### src/rtl/mult_share_arbiter.sv
// mult_share_arbiter
//   Shares one sequential multiplier between NREQ requesters. A round-robin
//   arbiter picks a winner in IDLE, latches its operands onto mul_md/mul_mr,
//   pulses mul_start, waits for mul_done and returns the product to the owner
//   with a one-cycle rsp_valid. A watchdog aborts a multiply that never
//   finishes and answers with rsp_err=1 and a zero product.
//
// Ports
//   clk        clock, all state changes on posedge
//   rst        synchronous active-high reset (shared with the multiplier)
//   req        per-requester request, held with operands until ack
//   md_in      packed multiplicands, requester i at [i*WIDTH +: WIDTH]
//   mr_in      packed multipliers, same packing
//   ack        one-hot 1-cycle pulse: operands of that requester accepted
//   rsp_valid  one-hot 1-cycle pulse: response for that requester
//   rsp_prod   product, valid with rsp_valid, held until the next response
//   rsp_err    qualifies rsp_valid: 1 = watchdog abort
//   busy       high in every state except IDLE
//   mul_start  1-cycle start pulse to the multiplier control
//   mul_md     multiplicand to the datapath, stable from ISSUE to end of WAIT
//   mul_mr     multiplier to the datapath/control, stable likewise
//   mul_done   done from the multiplier control
//   mul_prod   running-sum output of the multiplier datapath

module mult_share_arbiter #(
    parameter int unsigned NREQ    = 4,
    parameter int unsigned WIDTH   = 4,
    parameter int unsigned TIMEOUT = 4 * WIDTH + 8
) (
    input  logic                      clk,
    input  logic                      rst,
    input  logic [NREQ-1:0]           req,
    input  logic [NREQ*WIDTH-1:0]     md_in,
    input  logic [NREQ*WIDTH-1:0]     mr_in,
    output logic [NREQ-1:0]           ack,
    output logic [NREQ-1:0]           rsp_valid,
    output logic [2*WIDTH-1:0]        rsp_prod,
    output logic                      rsp_err,
    output logic                      busy,
    output logic                      mul_start,
    output logic [WIDTH-1:0]          mul_md,
    output logic [WIDTH-1:0]          mul_mr,
    input  logic                      mul_done,
    input  logic [2*WIDTH-1:0]        mul_prod
);

    localparam int unsigned PTR_W  = (NREQ > 1) ? $clog2(NREQ) : 1;
    localparam int unsigned CNT_W  = $clog2(TIMEOUT + 1);
    localparam int unsigned PROD_W = 2 * WIDTH;

    typedef enum logic [1:0] {
        S_IDLE    = 2'd0,
        S_ISSUE   = 2'd1,
        S_WAIT    = 2'd2,
        S_CAPTURE = 2'd3
    } state_t;

    state_t              state_q, state_d;
    logic [PTR_W-1:0]    rr_ptr_q, rr_ptr_d;
    logic [CNT_W-1:0]    cnt_q, cnt_d;
    logic [PTR_W-1:0]    owner_q, owner_d;

    logic [NREQ-1:0]     ack_d;
    logic [NREQ-1:0]     rsp_valid_d;
    logic [PROD_W-1:0]   rsp_prod_d;
    logic                rsp_err_d;
    logic                busy_d;
    logic                mul_start_d;
    logic [WIDTH-1:0]    mul_md_d;
    logic [WIDTH-1:0]    mul_mr_d;

    // Unpacked views of the operand buses so the winner can be indexed directly
    logic [WIDTH-1:0]    md_arr [NREQ];
    logic [WIDTH-1:0]    mr_arr [NREQ];

    for (genvar gi = 0; gi < NREQ; gi++) begin : g_unpack
        assign md_arr[gi] = md_in[gi*WIDTH +: WIDTH];
        assign mr_arr[gi] = mr_in[gi*WIDTH +: WIDTH];
    end

    // Round-robin scan: first set request starting at rr_ptr, wrapping mod NREQ
    logic                grant_vld;
    logic [PTR_W-1:0]    grant_idx;
    logic [PTR_W-1:0]    grant_next;
    logic [PTR_W-1:0]    scan_ptr;
    int unsigned         scan;

    always_comb begin
        grant_vld = 1'b0;
        grant_idx = '0;
        scan      = 0;
        scan_ptr  = '0;
        for (int unsigned k = 0; k < NREQ; k++) begin
            scan = 32'(rr_ptr_q) + k;
            if (scan >= NREQ) begin
                scan = scan - NREQ;
            end
            scan_ptr = PTR_W'(scan);
            if (!grant_vld && req[scan_ptr]) begin
                grant_vld = 1'b1;
                grant_idx = scan_ptr;
            end
        end
    end

    // Pointer moves just past the winner; explicit wrap handles non-power-of-2 NREQ
    assign grant_next = (grant_idx == PTR_W'(NREQ - 1)) ? '0 : grant_idx + PTR_W'(1);

    // Next-state and next-output logic
    always_comb begin
        state_d     = state_q;
        rr_ptr_d    = rr_ptr_q;
        cnt_d       = cnt_q;
        owner_d     = owner_q;
        ack_d       = '0;
        rsp_valid_d = '0;
        rsp_prod_d  = rsp_prod;
        rsp_err_d   = 1'b0;
        mul_start_d = 1'b0;
        mul_md_d    = mul_md;
        mul_mr_d    = mul_mr;

        case (state_q)
            S_IDLE: begin
                if (grant_vld) begin
                    owner_d     = grant_idx;
                    mul_md_d    = md_arr[grant_idx];
                    mul_mr_d    = mr_arr[grant_idx];
                    ack_d       = NREQ'(1) << grant_idx;
                    // start is registered so it is high during ISSUE only
                    mul_start_d = 1'b1;
                    rr_ptr_d    = grant_next;
                    state_d     = S_ISSUE;
                end
            end

            S_ISSUE: begin
                cnt_d   = '0;
                state_d = S_WAIT;
            end

            S_WAIT: begin
                // saturate so the counter can never wrap
                if (cnt_q != CNT_W'(TIMEOUT)) begin
                    cnt_d = cnt_q + CNT_W'(1);
                end
                // done wins over a timeout landing in the same cycle
                if (mul_done) begin
                    state_d = S_CAPTURE;
                end else if (cnt_q == CNT_W'(TIMEOUT - 1)) begin
                    rsp_prod_d  = '0;
                    rsp_err_d   = 1'b1;
                    rsp_valid_d = NREQ'(1) << owner_q;
                    state_d     = S_IDLE;
                end
            end

            S_CAPTURE: begin
                // one cycle after done, so the last shift/add has landed
                rsp_prod_d  = mul_prod;
                rsp_err_d   = 1'b0;
                rsp_valid_d = NREQ'(1) << owner_q;
                state_d     = S_IDLE;
            end

            default: begin
                state_d = S_IDLE;
            end
        endcase

        busy_d = (state_d != S_IDLE);
    end

    // State and output registers
    always_ff @(posedge clk) begin
        if (rst) begin
            state_q   <= S_IDLE;
            rr_ptr_q  <= '0;
            cnt_q     <= '0;
            owner_q   <= '0;
            ack       <= '0;
            rsp_valid <= '0;
            rsp_prod  <= '0;
            rsp_err   <= 1'b0;
            busy      <= 1'b0;
            mul_start <= 1'b0;
            mul_md    <= '0;
            mul_mr    <= '0;
        end else begin
            state_q   <= state_d;
            rr_ptr_q  <= rr_ptr_d;
            cnt_q     <= cnt_d;
            owner_q   <= owner_d;
            ack       <= ack_d;
            rsp_valid <= rsp_valid_d;
            rsp_prod  <= rsp_prod_d;
            rsp_err   <= rsp_err_d;
            busy      <= busy_d;
            mul_start <= mul_start_d;
            mul_md    <= mul_md_d;
            mul_mr    <= mul_mr_d;
        end
    end

    // Handshake pulses are never multi-hot
    a_ack_onehot : assert property (@(posedge clk) disable iff (rst) $onehot0(ack));
    a_rsp_onehot : assert property (@(posedge clk) disable iff (rst) $onehot0(rsp_valid));

endmodule

### config.mk
export PLATFORM = sky130hd
export DESIGN_NAME = mult_share_arbiter
export DESIGN_NICKNAME = d
export VERILOG_FILES = /design/src/rtl/mult_share_arbiter.sv
export SDC_FILE = /design/constraint.sdc
export NUM_CORES = 1
export LEC_CHECK = 0
export CAP_MARGIN = 20
export CELL_PAD_IN_SITES_DETAIL_PLACEMENT = 1
export CELL_PAD_IN_SITES_GLOBAL_PLACEMENT = 1
export CORE_UTILIZATION = 33
export CTS_CLUSTER_SIZE = 12
export DETAILED_ROUTE_END_ITERATION = 7
export PLACE_DENSITY_LB_ADDON = 0.1
export SLEW_MARGIN = 20
export SYNTH_ARGS = -nofsm -noshare
export SYNTH_HDL_FRONTEND = slang
export SYNTH_SLANG_ARGS = --single-unit
### constraint.sdc
create_clock -name clk -period 4.4 [get_ports clk]
set_input_delay 0.88 -clock clk [delete_from_list [all_inputs] [get_ports clk]]
set_output_delay 0.88 -clock clk [all_outputs]
set_load 0.02 [all_outputs]
==> metrics.txt, run 1 <==
status completed; area occupied by multi-input gates 855.8 µm²; critical path required time 4.60 ns; CTS tree done; dominant cell type by area after synthesis dfxtp_1; Synth Area in XOR/XNOR 0.5178%; drt pass-1 iters 4; final core utilization 53.87%; DR iter-0 viols 64; CP max stage cell clkdlybuf4s50_1; Crit. End Element flop; number of synthesized flops with an enable pin 0; Mapped Cells 168; Post-DRT Antenna Nets 0; Worst Setup EP mul_md[1]$_SDFFE_PP0P_; clock sink total 38; Synth Cell Area 1692 µm²; core area 4817 µm²; ANT cells 0; met2 Resource Use GR 32.82%; Yosys cell types 40; RR Endpoint mul_mr[3]$_SDFFE_PP0P_; GRT met3 Usage 5.075%; Vias 1547; top post-synthesis cells by count dfxtp_1 (38), mux2i_1 (18), nand2_1 (18), nor2_1 (16), a22o_1 (10); R2R cell count 5; syn avg cell area 10.07 µm²; vias per inst 5.006; number of post-CTS setup repair buffers 0; dpl ws 1.557 ns; simple-gate portion of the synthesized area 18.79%; crit path kind primary input to flop; Hold/Removal Path Class flop to flop; area delta synth->final 53.40%; Setup-failing EPs final 0; Primary FF master, synth dfxtp_1; CP Max Fanout 16; Power Density 386.3 nW/µm²; post-route clock skew 0.007017 ns; Port Buffer Count 73; Leakage Power 0.9813 nW; Synth Net Count 217; Synth async-reset ratio 0%; sequential share of the synthesized area 44.97%; Final WS setup 1.880 ns; RSZ-0062 raised after global routing no; Reg area 760.7 µm²; Die H 73.60 µm; placed cell count 301; count of cells resized by post-cts repair 0; clock slew at reported path FFs 0.08 ns; minimum clock period 2.520 ns; Fmax 396.8 MHz; setup TNS 0 ns; vias in the first global route 1626; Compound-Gate Fraction of Synth Area 19.16%; number of remaining DRC errors 0; largest net degree at the start of global routing 22; Placed Instance Area 2457 µm²; adder-cell area share of the yosys netlist 1.479%; # fillers 548; maximum root-to-sink buffer count 2; Hold-fix buffers, CTS 0; post-synth top area share 44.97%; nets 290; die span in x 73.60 µm; total power 1.002 mW; crit start category primary input; CTS Buf Count 5; Final Max Tran Viols 0; fin crit share 57.28%; worst setup path start rst; largest family of logic cells by synthesized area compound AO/OA/AOI/OAI gates; clock latency at the later pin of the worst-skew pair 0.29 ns; met1 usage 21.72%; Worst-Margin Slew 0.7294 ns; register bit total from synthesis 38; CP arrival 2.72 ns; drt total wl 4636 µm; I/O Pins 74; GRT busiest layer met2; initial antenna violation count 0; clk root buf clkbuf_8; total grt overflow 0; post-synthesis mux area share 10.65%; first-pass GRT wire length 7603 µm; DP HPWL 3612 µm; floorplan row count 25; total number of yosys warnings 0; r2r setup slk 2.67 ns; Cell Chain, Critical Path clkdlybuf4s50_1, nor4_2, nand2b_1, o221ai_1; global-route usage over all layers 18.50%; layout cells sized above 1 8.264%; relative max-transition margin 51.22%; Fin. Hold Viols 0; Initial Utilization 35.12%; die footprint 5416 µm²; non-filler instance count after layout 309; CP peak stage delay 0.77 ns; top post-synthesis cells by area dfxtp_1 (45%), mux2i_1 (11%), a22o_1 (5.2%); CTS H-tree lvls 2; maximum vdd ir drop 0.1968 mV; Max Cap Violations 0; DR WL/cell 15.00 µm; gpl congestion 0.7453; most common cell in the netlist dfxtp_1; RR Startpoint rr_ptr_q[0]$_SDFFE_PP0P_; worst hold slack 0.4752 ns; design area 2595 µm²
## cells by family after synthesis
logic type                 Yosys count
DFF                                 38
and+or+nand+nor                     58
xor gates and xnor gates             1
AOI/OAI and AO/OA                   37
adders and majority gates            2
muxes                               18
buffers and inverters               14
## final cells by class
type | instances | area share (%)
clock buffer | 5 | 2.652
clock inverter | 3 | 2.652
inverter | 7 | 1.013
multi-input combinational | 116 | 32.98
sequential | 38 | 29.32
tap | 67 | 3.230
timing repair buffer | 73 | 28.16
## routing by layer
| layer | share of wire, % | vias up |
|---|---|---|
| met3 | 4.9 | 5 |
| met2 | 51 | 40 |
| met1 | 43 | 747 |
| li1 | - | 755 |
| met5 | 0 | - |
| met4 | 0.82 | 0 |
## sequential cells by signal, indices dropped and copies added, names as in the netlist
register,flops
rr_ptr_q,2
rsp_err,1
state_q,2
mul_mr,4
rsp_valid,4
mul_md,4
cnt_q,5
busy,1
ack,4
rsp_prod,8
owner_q,2
mul_start,1
## where the power goes
group	switching [mW]	leakage, nW	internal, mW
clock	0.128	0.0683	0.227
combinational	0.115	0.602	0.128
sequential	0.0291	0.311	0.375
total	0.272	0.981	0.730
## worst min path at each step
stage	depth (start not counted)	start	end
finish	2	mul_mr[0]$_SDFFE_PP0P_	mul_mr[0]$_SDFFE_PP0P_
global route	2	mul_md[0]$_SDFFE_PP0P_	mul_md[0]$_SDFFE_PP0P_
CTS	2	mul_md[0]$_SDFFE_PP0P_	mul_md[0]$_SDFFE_PP0P_
detailed placement	1	rsp_prod[2]$_SDFFE_PP0P_	rsp_prod[2]$_SDFFE_PP0P_
global placement	2	mul_md[0]$_SDFFE_PP0P_	mul_md[0]$_SDFFE_PP0P_
floorplan	1	owner_q[1]$_SDFFE_PP0P_	rsp_valid[1]$_SDFF_PP0_
## cell usage in the layout, fill, tap and decap left out, types with 2 or more instances in the layout
master           netlist  routed
nor4_2                 2       2
a22o_1                10      10
ha_1                   2       2
clkdlybuf4s50_1        0      73
a21oi_1                5       5
inv_1                  7       7
and3_1                 3       3
mux2i_1               18      18
nor3b_1                2       2
o221ai_1               8       8
dfxtp_1               38      38
nand2_1               18      18
a31oi_1                3       3
nor2_1                16      16
nand3_1                2       2
nor3b_2                2       2
nand2b_1               4       4
bufinv_16              0       2
nor2b_1                2       2
clkbuf_8               0       5
## worst max-delay path, delay by kind of cell
kind	cells	cell delay [ns]
compound gates	1	0.29
buf+inv	1	0.77
simple gates	2	0.77
Power figures use the tool's default switching activity.
==> run 2: changes to the inputs <==
- CORE_UTILIZATION: 33 -> 30
- clock period: 4.4 -> 2.45 ns (I/O delays scaled with it)
==> metrics.txt, run 2 (synthesis results as in run 1) <==
status completed; crit start category primary input; nets 293; layout cells sized above 1 9.388%; GRT met3 Usage 5.000%; die span in x 77.09 µm; number of remaining DRC errors 0; Worst-Margin Slew 0.5391 ns; DP HPWL 3395 µm; fin crit share 80.66%; largest net degree at the start of global routing 22; maximum root-to-sink buffer count 2; design area 2626 µm²; number of post-CTS setup repair buffers 0; Final Max Tran Viols 0; CTS H-tree lvls 2; Die H 77.09 µm; setup TNS 0 ns; Fin. Hold Viols 0; non-filler instance count after layout 315; minimum clock period 1.976 ns; Hold/Removal Path Class flop to flop; Leakage Power 0.9989 nW; count of cells resized by post-cts repair 0; first-pass GRT wire length 7631 µm; Max Cap Violations 0; Placed Instance Area 2484 µm²; dpl ws 0.1802 ns; relative max-transition margin 63.13%; I/O Pins 74; Setup-failing EPs final 0; # fillers 602; post-route clock skew 0.006248 ns; critical path required time 2.61 ns; Post-DRT Antenna Nets 0; global-route usage over all layers 16.26%; met2 Resource Use GR 26.52%; Port Buffer Count 73; most frequent cells in the layout clkdlybuf4s50_1 (73), dfxtp_1 (38), nand2_1 (18), mux2i_1 (18), nor2_1 (16); die footprint 5943 µm²; met1 usage 20.63%; vias per inst 4.965; core area 5270 µm²; area delta synth->final 55.25%; commonest non-fill, non-tap cell in the layout clkdlybuf4s50_1; crit path kind primary input to flop; clk root buf clkbuf_8; floorplan row count 26; placed cell count 307; maximum vdd ir drop 0.2905 mV; final core utilization 49.83%; ANT cells 0; CP arrival 2.14 ns; max FFs per register 8; clock slew at reported path FFs 0.07 ns; RSZ-0062 raised after global routing no; clock sink total 38; most flop-heavy register rsp_prod; Vias 1564; Initial Utilization 32.10%; Power Density 697.5 nW/µm²; Hold-fix buffers, CTS 0; clock latency at the later pin of the worst-skew pair 0.29 ns; Fmax 506.0 MHz; CP Max Fanout 21; drt pass-1 iters 4; Crit. End Element flop; gpl congestion 0.7019; Final WS setup 0.4739 ns; Reg area 760.7 µm²; DR iter-0 viols 60; Largest regs rsp_prod x8, cnt_q x5; area occupied by multi-input gates 855.8 µm²; vias in the first global route 1575; CTS Buf Count 5; initial antenna violation count 0; DR WL/cell 14.62 µm; CTS tree done; GRT busiest layer met2; total grt overflow 0; drt total wl 4606 µm
run 2: cell types whose count changed in the layout (fill, tap and decap cells not counted), sizes merged:
cell | previous run | this run
buf | 0 | 3
clkinv | 1 | 0
clkbuf | 5 | 6
run 2: report_power, final:
| part | leakage, nW | internal (mW) | switching, mW |
|---|---|---|---|
| Sequential | 0.311 | 0.673 | 0.0506 |
| Combinational | 0.617 | 0.234 | 0.208 |
| Clock | 0.0714 | 0.435 | 0.231 |
run 2: worst paths after layout:
path | startpoint | endpoint | slack [ns] | cells past startpoint
min | mul_md[0]$_SDFFE_PP0P_ | mul_md[0]$_SDFFE_PP0P_ | 0.47 | 2
min reg2reg | mul_md[0]$_SDFFE_PP0P_ | mul_md[0]$_SDFFE_PP0P_ | 0.47 | 2
max | req[0] | mul_md[1]$_SDFFE_PP0P_ | 0.47 | 6
max reg2reg | state_q[1]$_SDFF_PP0_ | rsp_prod[3]$_SDFFE_PP0P_ | 0.74 | 3
run 2: critical path, stage by stage:
cell             delay [ns]
clkdlybuf4s50_1        0.48
a21o_1                 0.22
a21oi_2                0.14
o22a_4                 0.37
mux2i_1                0.28
o221ai_1               0.14
run 2: final cells by class:
| cell class | count | share of cell area (%) |
|---|---|---|
| repair buffers | 76 | 28.68 |
| multi-input cells | 116 | 32.59 |
| inverters | 7 | 1.000 |
| clock inverters | 2 | 2.287 |
| well taps | 70 | 3.335 |
| flip-flops and latches | 38 | 28.97 |
| clock buffers | 6 | 3.144 |
run 2: routing by layer:
layer / up-vias / part of all wire, % / wire, µm
li1: 757 / - / -
met1: 755 / 46 / 2135
met2: 47 / 47 / 2182
met3: 5 / 5.2 / 241
met4: 0 / 1.0 / 46
met5: - / 0 / 0
run 2: stage by stage:
| stage | total power [mW] | hold slack [ns] |
|---|---|---|
| finish | 1.832 | 0.4686 |
| global route | 1.922 | 0.5052 |
| CTS | 1.853 | 0.4754 |
| detailed placement | 1.185 | 0.4533 |
| global placement | 1.177 | 0.4492 |
| floorplan | 0.9898 | 0.4329 |
==> run 3: changes to the inputs <==
- clock period: 2.45 -> 2.01 ns (I/O delays scaled with it)
==> metrics.txt, run 3 (synthesis results as in run 1) <==
setup TNS 0 ns; vias in the first global route 1587; initial antenna violation count 0; max FFs per register 8; die footprint 5943 µm²; number of post-CTS setup repair buffers 0; largest net degree at the start of global routing 14; clock slew at reported path FFs 0.07 ns; critical path required time 2.17 ns; Leakage Power 1.043 nW; clk root buf clkbuf_8; number of remaining DRC errors 0; relative max-transition margin 57.32%; drt total wl 4454 µm; Power Density 796.0 nW/µm²; DR WL/cell 13.83 µm; worst hold slack 0.4676 ns; Crit. End Element flop; CTS H-tree lvls 2; r2r setup slk 0.29 ns; R2R cell count 3; Post-DRT Antenna Nets 0; maximum vdd ir drop 0.3962 mV; core area 5270 µm²; RR Startpoint state_q[1]$_SDFF_PP0_; crit path kind primary input to flop; Final Max Tran Viols 0; RSZ-0062 raised after global routing no; CTS tree done; Fin. Hold Viols 0; CP Max Fanout 9; clock latency at the later pin of the worst-skew pair 0.29 ns; Vias 1553; minimum clock period 1.767 ns; Setup-failing EPs final 0; design area 2706 µm²; RR Endpoint busy$_SDFF_PP0_; hold path start mul_md[1]$_SDFFE_PP0P_; Placed Instance Area 2594 µm²; drt pass-1 iters 4; Max Cap Violations 0; Die H 77.09 µm; DR iter-0 viols 66; Hold/Removal Path Class flop to flop; nets 301; maximum root-to-sink buffer count 2; vias per inst 4.823; total grt overflow 0; total power 2.154 mW; DP HPWL 3400 µm; commonest non-fill, non-tap cell in the layout clkdlybuf4s50_1; most flop-heavy register rsp_prod; Initial Utilization 32.10%; Worst-Margin Slew 0.6240 ns; gpl congestion 0.7680; Largest regs rsp_prod x8, cnt_q x5; crit start category primary input; Port Buffer Count 73; fin crit share 87.89%; CP arrival 1.93 ns; ANT cells 0; layout cells sized above 1 11.90%; global-route usage over all layers 15.84%; post-route clock skew 0.008219 ns; status completed; area delta synth->final 59.99%; count of cells resized by post-cts repair 0; clock sink total 38; CTS Buf Count 5; hold endpoint mul_md[1]$_SDFFE_PP0P_; I/O Pins 74; first-pass GRT wire length 7500 µm; floorplan row count 26; Fmax 566.1 MHz; Hold-fix buffers, CTS 0; most frequent cells in the layout clkdlybuf4s50_1 (73), dfxtp_1 (38), nand2_1 (18), mux2i_1 (18), nor2_1 (16); hold path depth 2; die span in x 77.09 µm
## run 3: changes by cell type in the layout (fill, tap and decap cells not counted), sizes merged
cell	change
bufinv	-1
buf	+8
## run 3: layout make-up
class,count,area [µm²]
Clock buffer,6,82.58
Tap cell,70,87.58
Timing Repair Buffer,84,863.3
Multi-Input combinational cell,116,855.8
Clock inverter,1,30.03
Inverter,7,26.28
Sequential cell,38,760.7
Fill cell,610,2564
## run 3: worst max-delay path, stage by stage
cell             delay, ns
clkdlybuf4s50_1       0.48
a21o_1                0.22
a21oi_2               0.14
o22a_4                0.18
buf_12                0.14
mux2i_1               0.22
o221ai_1              0.14
## run 3: metal layers
layer	wire (µm)	part of all wire, %	track usage (%)
met5	0	0	0
met4	33	0.74	3.962
met3	256	5.7	5.357
met2	2028	46	24.38
met1	2135	48	21.17
## run 3: worst max-delay path by stage
stage / startpoint / end / slack, ns / depth (start not counted)
5_1_grt: state_q[1]$_SDFF_PP0_ / busy$_SDFF_PP0_ / 0.08 / 3
4_1_cts: req[0] / busy$_SDFF_PP0_ / 0.23 / 5
3_5_place_dp: req[1] / busy$_SDFF_PP0_ / -0.06 / 5
2_1_floorplan: req[0] / mul_md[3]$_SDFFE_PP0P_ / 0.57 / 6
6_report: req[0] / mul_md[1]$_SDFFE_PP0P_ / 0.24 / 7
3_3_place_gp: req[1] / busy$_SDFF_PP0_ / -0.11 / 5
## run 3: through the flow
stage          setup slack [ns]  std cells  utilization [%]
3_3_place_gp            -0.1052        315            49.22
3_5_place_dp           -0.06041        315            49.22
6_report                 0.2435        322            51.35
4_1_cts                  0.2302        322            51.35
5_1_grt                 0.07967        322            51.35
2_1_floorplan            0.5661        168                -
## run 3: power by group
group | switching [mW] | internal (mW)
logic | 0.265 | 0.340
registers | 0.0615 | 0.821
clock network | 0.269 | 0.397
total | 0.596 | 1.56
